### config.mk
export PLATFORM = sky130hd
export DESIGN_NAME = ddr2pbuf_gen
export DESIGN_NICKNAME = d
export VERILOG_FILES = /design/src/rtl/ddr2pbuf_gen.sv
export SDC_FILE = /design/constraint.sdc
export NUM_CORES = 1
export LEC_CHECK = 0
export BUFFER_PORTS_ARGS = -buffer_cell sky130_fd_sc_hd__buf_2
export CAP_MARGIN = 20
export CORE_AREA = 2 2 164 166
export CTS_CLUSTER_DIAMETER = 150
export DETAILED_ROUTE_END_ITERATION = 16
export DIE_AREA = 0 0 166 168
export PLACE_DENSITY = 0.56
export SLEW_MARGIN = 5
export SYNTH_ARGS = -nofsm -noshare
export SYNTH_HDL_FRONTEND = slang
export SYNTH_SLANG_ARGS = --single-unit
### constraint.sdc
create_clock -name clk -period 4.6 [get_ports clk]
set_input_delay 0.69 -clock clk [delete_from_list [all_inputs] [get_ports clk]]
set_output_delay 0.69 -clock clk [all_outputs]
set_load 0.01 [all_outputs]
### src/rtl/ddr2pbuf_gen.sv
// ---------------------------------------------------------------------------
// ddr2pbuf_gen
// Loads the per-PE parameter buffers from one or two DDR beat streams.
// A job is configured by conf_* (captured when start is seen in IDLE) and runs
// in one of three modes:
//   PARAM          : every ddr2 beat is written to all units in conf_grp_mask,
//                    at consecutive addresses 0..conf_trans_num.
//   UPDATE         : ddr1/ddr2 beats are consumed in pairs; ddr1 (gradient)
//                    is written to one unit picked from the pixel/row counters.
//   UPDATE_DEPOOL  : like UPDATE, but each ddr1 lane is zeroed where the
//                    matching ddr2 (pool mask) lane is zero.
// An illegal mode (3) goes straight to FLUSH and ends without any writes.
//
// Ports
//   clk, rst          clock, asynchronous active-low reset
//   start             begin a job (only sampled in IDLE)
//   busy, done        job in progress / one-cycle end-of-job pulse
//   conf_*            job configuration, captured with start
//   ddr1_*            gradient stream (valid/ready handshake)
//   ddr2_*            param / pool-mask stream (valid/ready handshake)
//   pbuf_wr_addr      shared write address
//   pbuf_wr_data      unit j data at [j*DDR_W +: DDR_W]
//   pbuf_wr_en        per-unit write enable
// ---------------------------------------------------------------------------
module ddr2pbuf_gen #(
    parameter int BATCH     = 4,
    parameter int DATA_W    = 16,
    parameter int DDR_W     = BATCH * DATA_W,
    parameter int PE_NUM    = 4,
    parameter int BUF_DEPTH = 256,
    parameter int ADDR_W    = $clog2(BUF_DEPTH)
) (
    input  logic                           clk,
    input  logic                           rst,
    input  logic                           start,
    output logic                           busy,
    output logic                           done,
    input  logic [1:0]                     conf_mode,
    input  logic [PE_NUM-1:0]              conf_grp_mask,
    input  logic [7:0]                     conf_trans_num,
    input  logic [3:0]                     conf_ch_num,
    input  logic [3:0]                     conf_pix_num,
    input  logic [1:0]                     conf_row_num,
    input  logic [DDR_W-1:0]               ddr1_data,
    input  logic                           ddr1_valid,
    output logic                           ddr1_ready,
    input  logic [DDR_W-1:0]               ddr2_data,
    input  logic                           ddr2_valid,
    output logic                           ddr2_ready,
    output logic [ADDR_W-1:0]              pbuf_wr_addr,
    output logic [PE_NUM*BATCH*DATA_W-1:0] pbuf_wr_data,
    output logic [PE_NUM-1:0]              pbuf_wr_en
);

    typedef enum logic [1:0] {
        S_IDLE  = 2'd0,
        S_RUN   = 2'd1,
        S_FLUSH = 2'd2
    } state_t;

    localparam logic [1:0] MODE_PARAM  = 2'd0;
    localparam logic [1:0] MODE_UPDATE = 2'd1;
    localparam logic [1:0] MODE_DEPOOL = 2'd2;
    localparam logic [1:0] MODE_BAD    = 2'd3;

    localparam logic [PE_NUM-1:0] UNIT0_ONEHOT = {{(PE_NUM-1){1'b0}}, 1'b1};

    state_t                 state_q, state_d;
    logic [1:0]             mode_q, mode_d;
    logic [PE_NUM-1:0]      grp_mask_q, grp_mask_d;
    logic [7:0]             trans_num_q, trans_num_d;
    logic [3:0]             ch_num_q, ch_num_d;
    logic [3:0]             pix_num_q, pix_num_d;
    logic [1:0]             row_num_q, row_num_d;

    logic [7:0]             cnt_q, cnt_d;
    logic [3:0]             ch_q, ch_d;
    logic [3:0]             pix_q, pix_d;
    logic [1:0]             row_q, row_d;

    logic                   busy_q, busy_d;
    logic                   done_q, done_d;
    logic [ADDR_W-1:0]      wr_addr_q, wr_addr_d;
    logic [PE_NUM*DDR_W-1:0] wr_data_q, wr_data_d;
    logic [PE_NUM-1:0]      wr_en_q, wr_en_d;

    logic                   fire_s;
    logic                   last_s;
    logic                   ddr1_ready_s;
    logic                   ddr2_ready_s;
    logic [ADDR_W-1:0]      addr_s;
    logic [PE_NUM-1:0]      en_s;
    logic [1:0]             unit_s;
    logic [DDR_W-1:0]       beat_s;

    // Handshake: which streams are ready, whether a beat fires, and whether it is the last one.
    always_comb begin
        fire_s       = 1'b0;
        last_s       = 1'b0;
        ddr1_ready_s = 1'b0;
        ddr2_ready_s = 1'b0;
        if (state_q == S_RUN) begin
            case (mode_q)
                MODE_PARAM: begin
                    ddr2_ready_s = 1'b1;
                    fire_s       = ddr2_valid;
                    last_s       = (cnt_q == trans_num_q);
                end
                MODE_UPDATE, MODE_DEPOOL: begin
                    // Each stream is only accepted together with the other one.
                    ddr1_ready_s = ddr2_valid;
                    ddr2_ready_s = ddr1_valid;
                    fire_s       = ddr1_valid & ddr2_valid;
                    last_s       = (ch_q == ch_num_q) && (pix_q == pix_num_q) &&
                                   (row_q == row_num_q);
                end
                default: begin
                    fire_s = 1'b0;
                end
            endcase
        end else begin
            fire_s = 1'b0;
        end
    end

    // Write address and per-unit enables for the beat currently offered.
    always_comb begin
        addr_s = '0;
        en_s   = '0;
        unit_s = {row_q[0], pix_q[0]};
        case (mode_q)
            MODE_PARAM: begin
                addr_s = ADDR_W'(cnt_q);
                en_s   = grp_mask_q;
            end
            MODE_UPDATE, MODE_DEPOOL: begin
                // Even/odd pixel and row pick one of the first four units; the
                // remaining counter bits form the address.
                addr_s = ADDR_W'({ch_q, row_q[1], pix_q[3:1]});
                en_s   = UNIT0_ONEHOT << unit_s;
            end
            default: begin
                en_s = '0;
            end
        endcase
    end

    // Beat payload, with depool masking applied lane by lane.
    always_comb begin
        beat_s = '0;
        case (mode_q)
            MODE_PARAM:  beat_s = ddr2_data;
            MODE_UPDATE: beat_s = ddr1_data;
            MODE_DEPOOL: begin
                for (int i = 0; i < BATCH; i++) begin
                    beat_s[i*DATA_W +: DATA_W] = (ddr2_data[i*DATA_W +: DATA_W] != '0) ?
                                                 ddr1_data[i*DATA_W +: DATA_W] : '0;
                end
            end
            default: beat_s = '0;
        endcase
    end

    // FSM next state, configuration capture and beat counters.
    always_comb begin
        state_d     = state_q;
        mode_d      = mode_q;
        grp_mask_d  = grp_mask_q;
        trans_num_d = trans_num_q;
        ch_num_d    = ch_num_q;
        pix_num_d   = pix_num_q;
        row_num_d   = row_num_q;
        cnt_d       = cnt_q;
        ch_d        = ch_q;
        pix_d       = pix_q;
        row_d       = row_q;
        case (state_q)
            S_IDLE: begin
                if (start) begin
                    mode_d      = conf_mode;
                    grp_mask_d  = conf_grp_mask;
                    trans_num_d = conf_trans_num;
                    ch_num_d    = conf_ch_num;
                    pix_num_d   = conf_pix_num;
                    row_num_d   = conf_row_num;
                    cnt_d       = 8'd0;
                    ch_d        = 4'd0;
                    pix_d       = 4'd0;
                    row_d       = 2'd0;
                    if (conf_mode == MODE_BAD) begin
                        state_d = S_FLUSH;
                    end else begin
                        state_d = S_RUN;
                    end
                end else begin
                    state_d = S_IDLE;
                end
            end
            S_RUN: begin
                if (fire_s && last_s) begin
                    // Leave the counters at zero so the next job starts clean.
                    state_d = S_FLUSH;
                    cnt_d   = 8'd0;
                    ch_d    = 4'd0;
                    pix_d   = 4'd0;
                    row_d   = 2'd0;
                end else if (fire_s) begin
                    state_d = S_RUN;
                    if (mode_q == MODE_PARAM) begin
                        cnt_d = cnt_q + 8'd1;
                    end else if (ch_q != ch_num_q) begin
                        ch_d = ch_q + 4'd1;
                    end else if (pix_q != pix_num_q) begin
                        ch_d  = 4'd0;
                        pix_d = pix_q + 4'd1;
                    end else begin
                        ch_d  = 4'd0;
                        pix_d = 4'd0;
                        row_d = row_q + 2'd1;
                    end
                end else begin
                    state_d = S_RUN;
                end
            end
            S_FLUSH: state_d = S_IDLE;
            default: state_d = S_IDLE;
        endcase
    end

    // Output stage: one register between a firing beat and the pbuf write port.
    always_comb begin
        busy_d    = (state_d != S_IDLE);
        // done is registered off the FLUSH state, so it follows the last write by one cycle.
        done_d    = (state_q == S_FLUSH);
        wr_en_d   = '0;
        wr_addr_d = wr_addr_q;
        wr_data_d = wr_data_q;
        if (fire_s) begin
            wr_en_d   = en_s;
            wr_addr_d = addr_s;
            wr_data_d = {PE_NUM{beat_s}};
        end else begin
            wr_en_d = '0;
        end
    end

    // State, configuration, counters and output registers.
    always_ff @(posedge clk or negedge rst) begin
        if (!rst) begin
            state_q     <= S_IDLE;
            mode_q      <= 2'd0;
            grp_mask_q  <= '0;
            trans_num_q <= 8'd0;
            ch_num_q    <= 4'd0;
            pix_num_q   <= 4'd0;
            row_num_q   <= 2'd0;
            cnt_q       <= 8'd0;
            ch_q        <= 4'd0;
            pix_q       <= 4'd0;
            row_q       <= 2'd0;
            busy_q      <= 1'b0;
            done_q      <= 1'b0;
            wr_addr_q   <= '0;
            wr_data_q   <= '0;
            wr_en_q     <= '0;
        end else begin
            state_q     <= state_d;
            mode_q      <= mode_d;
            grp_mask_q  <= grp_mask_d;
            trans_num_q <= trans_num_d;
            ch_num_q    <= ch_num_d;
            pix_num_q   <= pix_num_d;
            row_num_q   <= row_num_d;
            cnt_q       <= cnt_d;
            ch_q        <= ch_d;
            pix_q       <= pix_d;
            row_q       <= row_d;
            busy_q      <= busy_d;
            done_q      <= done_d;
            wr_addr_q   <= wr_addr_d;
            wr_data_q   <= wr_data_d;
            wr_en_q     <= wr_en_d;
        end
    end

    assign busy         = busy_q;
    assign done         = done_q;
    assign ddr1_ready   = ddr1_ready_s;
    assign ddr2_ready   = ddr2_ready_s;
    assign pbuf_wr_addr = wr_addr_q;
    assign pbuf_wr_data = wr_data_q;
    assign pbuf_wr_en   = wr_en_q;

endmodule

## Yosys cells after proc, flatten, opt, wreduce, memory -nomap -nowiden

Cells that the tools add are included.

- Logic and storage cells: 100
- Output and inout bits: 272
- Bits in registers: 314

- $add $sub $neg: 4
- Reductions and logical operators: 17
- Eq/ne operators: 17
- Mux-type cells: 44
- Bitwise logic cells: 1
- Shifts and indexed selects: 1

Operators by type and width:

| kind | count |
|---|---|
| $pmux W64 S3 | 1 |
| $mux W16 | 4 |
| $reduce_bool A16 Y1 | 4 |
| $mux W4 | 11 |
| $mux W8 | 4 |
| $pmux W8 S2 | 2 |
| $pmux W4 S2 | 3 |
| $mux W2 | 9 |
| $ne A3 B3 Y1 const B | 3 |
| $add A4 B1 Y4 const B | 2 |
| $add A8 B1 Y8 const B | 1 |
| $eq A4 B4 Y1 | 2 |
| $eq A8 B8 Y1 | 1 |
| $ne A4 B4 Y1 | 2 |
| $pmux W2 S2 | 2 |
| $reduce_and A4 Y1 | 2 |
| $eq A2 B2 Y1 const B | 3 |
| $pmux W1 S2 | 3 |
| $reduce_and A6 Y1 | 1 |
| $mux W1 | 5 |
| $reduce_and A5 Y1 | 1 |
| $eq A2 B1 Y1 const B | 2 |
| $logic_not A2 Y1 | 2 |
| $reduce_bool A2 Y1 | 2 |
| other kinds (10) | 12 |

## Longest topological paths before layout

- Depth after elaboration: 9
- Depth in mapped cells: 9
- Depth with buffers taken out: 8

## Worst setup path before layout

No wires, ideal clock.

- Path kind: register to output
- From: register mode_q[0]
- To: output ddr1_ready
- Path slack: 2.635 ns
- Stages on the path, launching flop included: 5
- Arrival: 1.275 ns
- Required time: 3.910 ns
- Cell sequence: dfrtp_1 > inv_1 > ha_1 > clkbuf_1 > and3_1

- Cells in the longest elaborated chain, start to end: 4
- Elaborated cells between the ends (all ways): 5

Ends and longest elaborated chain:

| item | line | RTL |
|---|---|---|
| start, declared | 69 | `logic [1:0] mode_q, mode_d;` |
| start signal, assigned | 268 | `mode_q <= mode_d;` |
| $eq A2 B2 Y1 / $eq A2 B1 Y1 (equally long branches) | 103 | `case (mode_q)` |
| $reduce_or A2 Y1 * | 103 |  |
| $mux W1 * | 103 |  |
| $mux W1 * | 102 | `if (state_q == S_RUN) begin` |
| end, declared | 46 | `output logic ddr1_ready,` |

Every way passes the cells marked *; elsewhere a longest branch is shown, timed or not.

## Worst setup path after layout

- From: register mode_q[0]
- To: register pix_q[0]

- Cells in the longest elaborated chain, start to end: 7
- Elaborated cells between the ends (all ways): 15

Ends and longest elaborated chain:

| item | line | RTL |
|---|---|---|
| $eq A2 B2 Y1 / $eq A2 B1 Y1 (equally long branches) | 103 |  |
| $reduce_or A2 Y1 | 103 |  |
| $pmux W1 S2 | 103 |  |
| $mux W1 | 102 |  |
| $logic_and A1 B1 Y1 | 200 | `if (fire_s && last_s) begin` |
| $ne A3 B3 Y1 (no source line) (tied with other cells) | -- |  |
| $reduce_and A5 Y1 (no source line) / $pmux W4 S2 (equally long branches) | -- |  |
| end signal, assigned | 276 | `pix_q <= pix_d;` |
| end, declared | 78 | `logic [3:0] pix_q, pix_d;` |

Several ways; a longest one is shown, not always the timed one.
A chain may end at the register's enable or synchronous reset.

==> run_results.csv <==
group,metric,value,unit
power,pwr_density_cell,816,nW/µm²
yosys,async_flop_share,100,%
critical_path,cp_cell_sequence,"inv_1, ha_4, a21oi_1, nand2b_4, nor2_4, a21oi_2, nand2b_4, o21ai_1",
clocking,longest_clk_path_bufs,2,
critical_path,worst_path_largest_cell_delay,0.86,ns
sta,final_worst_clock_skew,0.0130,ns
yosys,postSynthRegisterBits,122,
clocking,clock_insertion_delay_worst_skew,0.42,ns
global_routing,pin_count_of_the_biggest_net_entering_global_routing,80,
sta,worst_slew_pin_slew,1.02,ns
route,drt_drc_violations_left,0,
clocking,cts-resized-gates,0,
critical_path,worstSetupStartpointType,"register",
yosys,ys_seq_area_share,41.9,%
critical_path,cp.required,4.88,ns
critical_path,timing.critical_path.arrival,3.15,ns
yosys,synth_compound_area_share,12.5,%
yosys,synth_area_in_adders,1.20,%
yosys,synth-main-ff-cell,"sky130_fd_sc_hd__dfrtp_1",
route,detail-route-antenna-nets,0,
yosys,synth-xor-area-share,3.24,%
sta,layout_worst_path_cycle_share,62.3,%
final_layout,number_of_fill_cells,2792,
sta,finalHoldViolCount,0,
critical_path,crit_path_frequent_cell,"sky130_fd_sc_hd__nand2b_4",
placement,place_congestion,0.887,
final_layout,multi_input_comb_area,2590,µm²
clocking,clock_tree.htree_level_count,4,
die,placement_rows,60,
clocking,clk_root_buffer_cell,"sky130_fd_sc_hd__clkbuf_16",
route,drt_first_pass_iters,6,
global_routing,grt_ovf,0,
die,die-height,168,µm
power,ir_drop,0.000543,V
die,floorplan.initialDensity,27.7,%
die,design.portCount,429,
yosys,mappedNetlistNets,970,
clocking,cts_sinks,122,
final_layout,most_common_library_cell_in_the_layout_ignoring_fill_and_taps,"sky130_fd_sc_hd__buf_2",
global_routing,grt_first_pass_wirelength,37100,µm
route,routed-via-count,6443,
sta,report.final.setup_viol,0,
clocking,cts-hold-fix-buffers,0,
clocking,cts_buffers,17,
sta,final.min_clock_period,2.87,ns
yosys,synth-edff-count,0,
yosys,synth_top_family_by_area,"buffers and inverters",
die,core_area,26400,µm²
clocking,tritoncts,"yes",
critical_path,critPathKind,"register to register",
critical_path,timing.critical_path.fanout_max,79,
final_layout,layout.cells.most_common_list,"sky130_fd_sc_hd__buf_2 (427), sky130_fd_sc_hd__nor2_1 (165), sky130_fd_sc_hd__dfrtp_1 (122)",
yosys,postSynthCellCount,806,
global_routing,grt_pass1_vias,6089,
power,leakagePower,4.37,nW
job,maxCapViolCount,0,
final_layout,final_nets,1190,
clocking,post_cts_buffers,0,
route,wl,24500,µm
critical_path,worst_setup_path_end_kind,"register",
final_layout,sequential_cell_area,3050,µm²
route,avgRoutedWirePerCell,17.7,µm
yosys,yosys.cell_types.count,45,
sta,fin_setup_tns,0,ns
final_layout,drive_above_1_share,46.9,%
sta,rsz0062_at_grt,"no",
sta,hold-worst-slack,0.292,ns
yosys,synthSimpleGateAreaFrac,18.1,%
clocking,clkSlewWorstSetupHoldPaths,0.07,ns
die,die_w,166,µm
critical_path,critPathSlowestCell,"sky130_fd_sc_hd__nand2b_4",
placement,port_buffers,428,
global_routing,number_of_antenna_violations_at_the_first_check_in_global_routing,2,
yosys,synth_area,7290,µm²
yosys,synth_mux_area_share,0,%
route,drt_first_iter_violations,489,
yosys,yosys-top-cells-area,"sky130_fd_sc_hd__dfrtp_1 (42%), sky130_fd_sc_hd__buf_4 (20%), sky130_fd_sc_hd__nor2_1 (8.5%), sky130_fd_sc_hd__a221oi_1 (7.8%), sky130_fd_sc_hd__nand2_1 (4.3%)",
yosys,synthDominantCellAreaShare,41.9,%
min_path,timing.hold.worst.class,"primary input to asynchronous set/reset pin",
yosys,synthesis.area_per_instance,9.05,µm²
placement,dp_hpwl,18600,µm
yosys,synth-warning-count,0,
final_layout,flow.area_growth_from_synthesis,21.0,%
yosys,yosysTopAreaCell,"sky130_fd_sc_hd__dfrtp_1",
global_routing,global_route.usage.total,17.1,%
run_status,status,"completed",
sta,fmax,0.349,GHz
sta,final_max_slew_viol_count,0,
route,post_drt_via_cell_ratio,4.67,
die,dieArea,27900,µm²
sta,slew-limit-headroom,32.0,%
==> final timing paths <==
path | start | endpoint | slack [ns] | depth (start not counted)
max | mode_q[0] | pix_q[0] | 1.73 | 8
min | rst | cnt_q[7] | 0.29 | 1
max reg2reg | mode_q[0] | pix_q[0] | 1.73 | 8
min reg2reg | grp_mask_q[1] | grp_mask_q[1] | 0.48 | 2
max in group asynchronous | rst | pbuf_wr_data[194] | 3.20 | 2
min in group clk | conf_pix_num[0] | pix_num_q[0] | 0.46 | 3
==> Yosys cell counts, types with 2 or more instances <==
cell type and count:
sky130_fd_sc_hd__nor2b_1 4, sky130_fd_sc_hd__nand2b_4 2, sky130_fd_sc_hd__nand2b_1 2, sky130_fd_sc_hd__a221oi_2 7, sky130_fd_sc_hd__clkbuf_1 16, sky130_fd_sc_hd__dfrtp_1 122, sky130_fd_sc_hd__inv_1 5, sky130_fd_sc_hd__nor4_1 16
sky130_fd_sc_hd__a21oi_1 7, sky130_fd_sc_hd__a21o_1 4, sky130_fd_sc_hd__o21a_1 2, sky130_fd_sc_hd__buf_2 17, sky130_fd_sc_hd__nand2_1 84, sky130_fd_sc_hd__nor2_1 165, sky130_fd_sc_hd__o31ai_2 2, sky130_fd_sc_hd__ha_1 7
sky130_fd_sc_hd__a32oi_1 2, sky130_fd_sc_hd__buf_4 193, sky130_fd_sc_hd__nor3_1 3, sky130_fd_sc_hd__and3_1 2, sky130_fd_sc_hd__nand4_1 11, sky130_fd_sc_hd__nor3b_1 2, sky130_fd_sc_hd__and2_1 2, sky130_fd_sc_hd__nand3_1 6
sky130_fd_sc_hd__a221oi_1 65, sky130_fd_sc_hd__xor2_1 6, sky130_fd_sc_hd__buf_6 6, sky130_fd_sc_hd__xnor2_1 21, sky130_fd_sc_hd__o21ai_0 8, sky130_fd_sc_hd__a22oi_1 2
==> stage by stage <==
stage | total power [W] | util [%] | area (µm²) | instances | worst slack (ns)
final | 0.00720 | 33.5 | 8820 | 1381 | 1.73
after global routing | 0.00777 | 33.5 | 8820 | 1381 | 1.51
after CTS | 0.00730 | 33.5 | 8820 | 1379 | 1.70
after detailed placement | 0.00601 | 31.4 | 8280 | 1348 | 1.72
after global placement | 0.00597 | 31.4 | 8280 | 1348 | 1.80
after floorplan | 0.00533 | - | 7290 | 806 | 2.64
==> power by group <==
group	internal, W	switching (W)	total [W]
Sequential	0.00156	0.000631	0.00219
Clock	0.000699	0.000555	0.00125
Combinational	0.00149	0.00227	0.00375
==> cell type report <==
class,count,share of cell area [%]
inverters,5,0.213
repair buffers,434,24.9
clock buffers,17,4.82
well taps,341,4.83
multi-input cells,446,29.3
diodes,2,0.0567
clock inverters,14,1.29
flip-flops and latches,122,34.6
==> cells by family after synthesis <==
family          count (synthesis)
compound gates                107
xor+xnor                       27
fa+ha+maj                       7
buf+inv                       238
flops                         122
simple gates                  305
==> critical path: cells and delay by family (launching register included) <==
family	cells	cell delay, ns
adders and majority gates	1	0.32
buffers and inverters	1	0.10
DFF	1	0.37
and+or+nand+nor	3	1.15
AOI/OAI and AO/OA	3	0.76
==> per-layer routing <==
layer  part of all wire, %  global-route usage, %  wire length (µm)  vias to the layer above
li1                      -                      -                 -                     2998
met1                    43                   22.5             10600                     3178
met2                    49                   27.8             12000                      242
met3                   5.5                   3.93              1340                       25
met4                   2.4                   5.63               576                        0
met5                     0                      0                 0                        -
==> state kept, by name, summed over array words and instances (netlist names) <==
register,cells
busy,1
ch_num_q,4
ch_q,4
cnt_q,8
done,1
grp_mask_q,4
mode_q,2
pbuf_wr_addr,8
pbuf_wr_data,64
pbuf_wr_en,4
pix_num_q,4
pix_q,4
row_num_q,2
row_q,2
state_q,2
trans_num_q,8
Note: power is estimated with default switching activity, not from simulation.
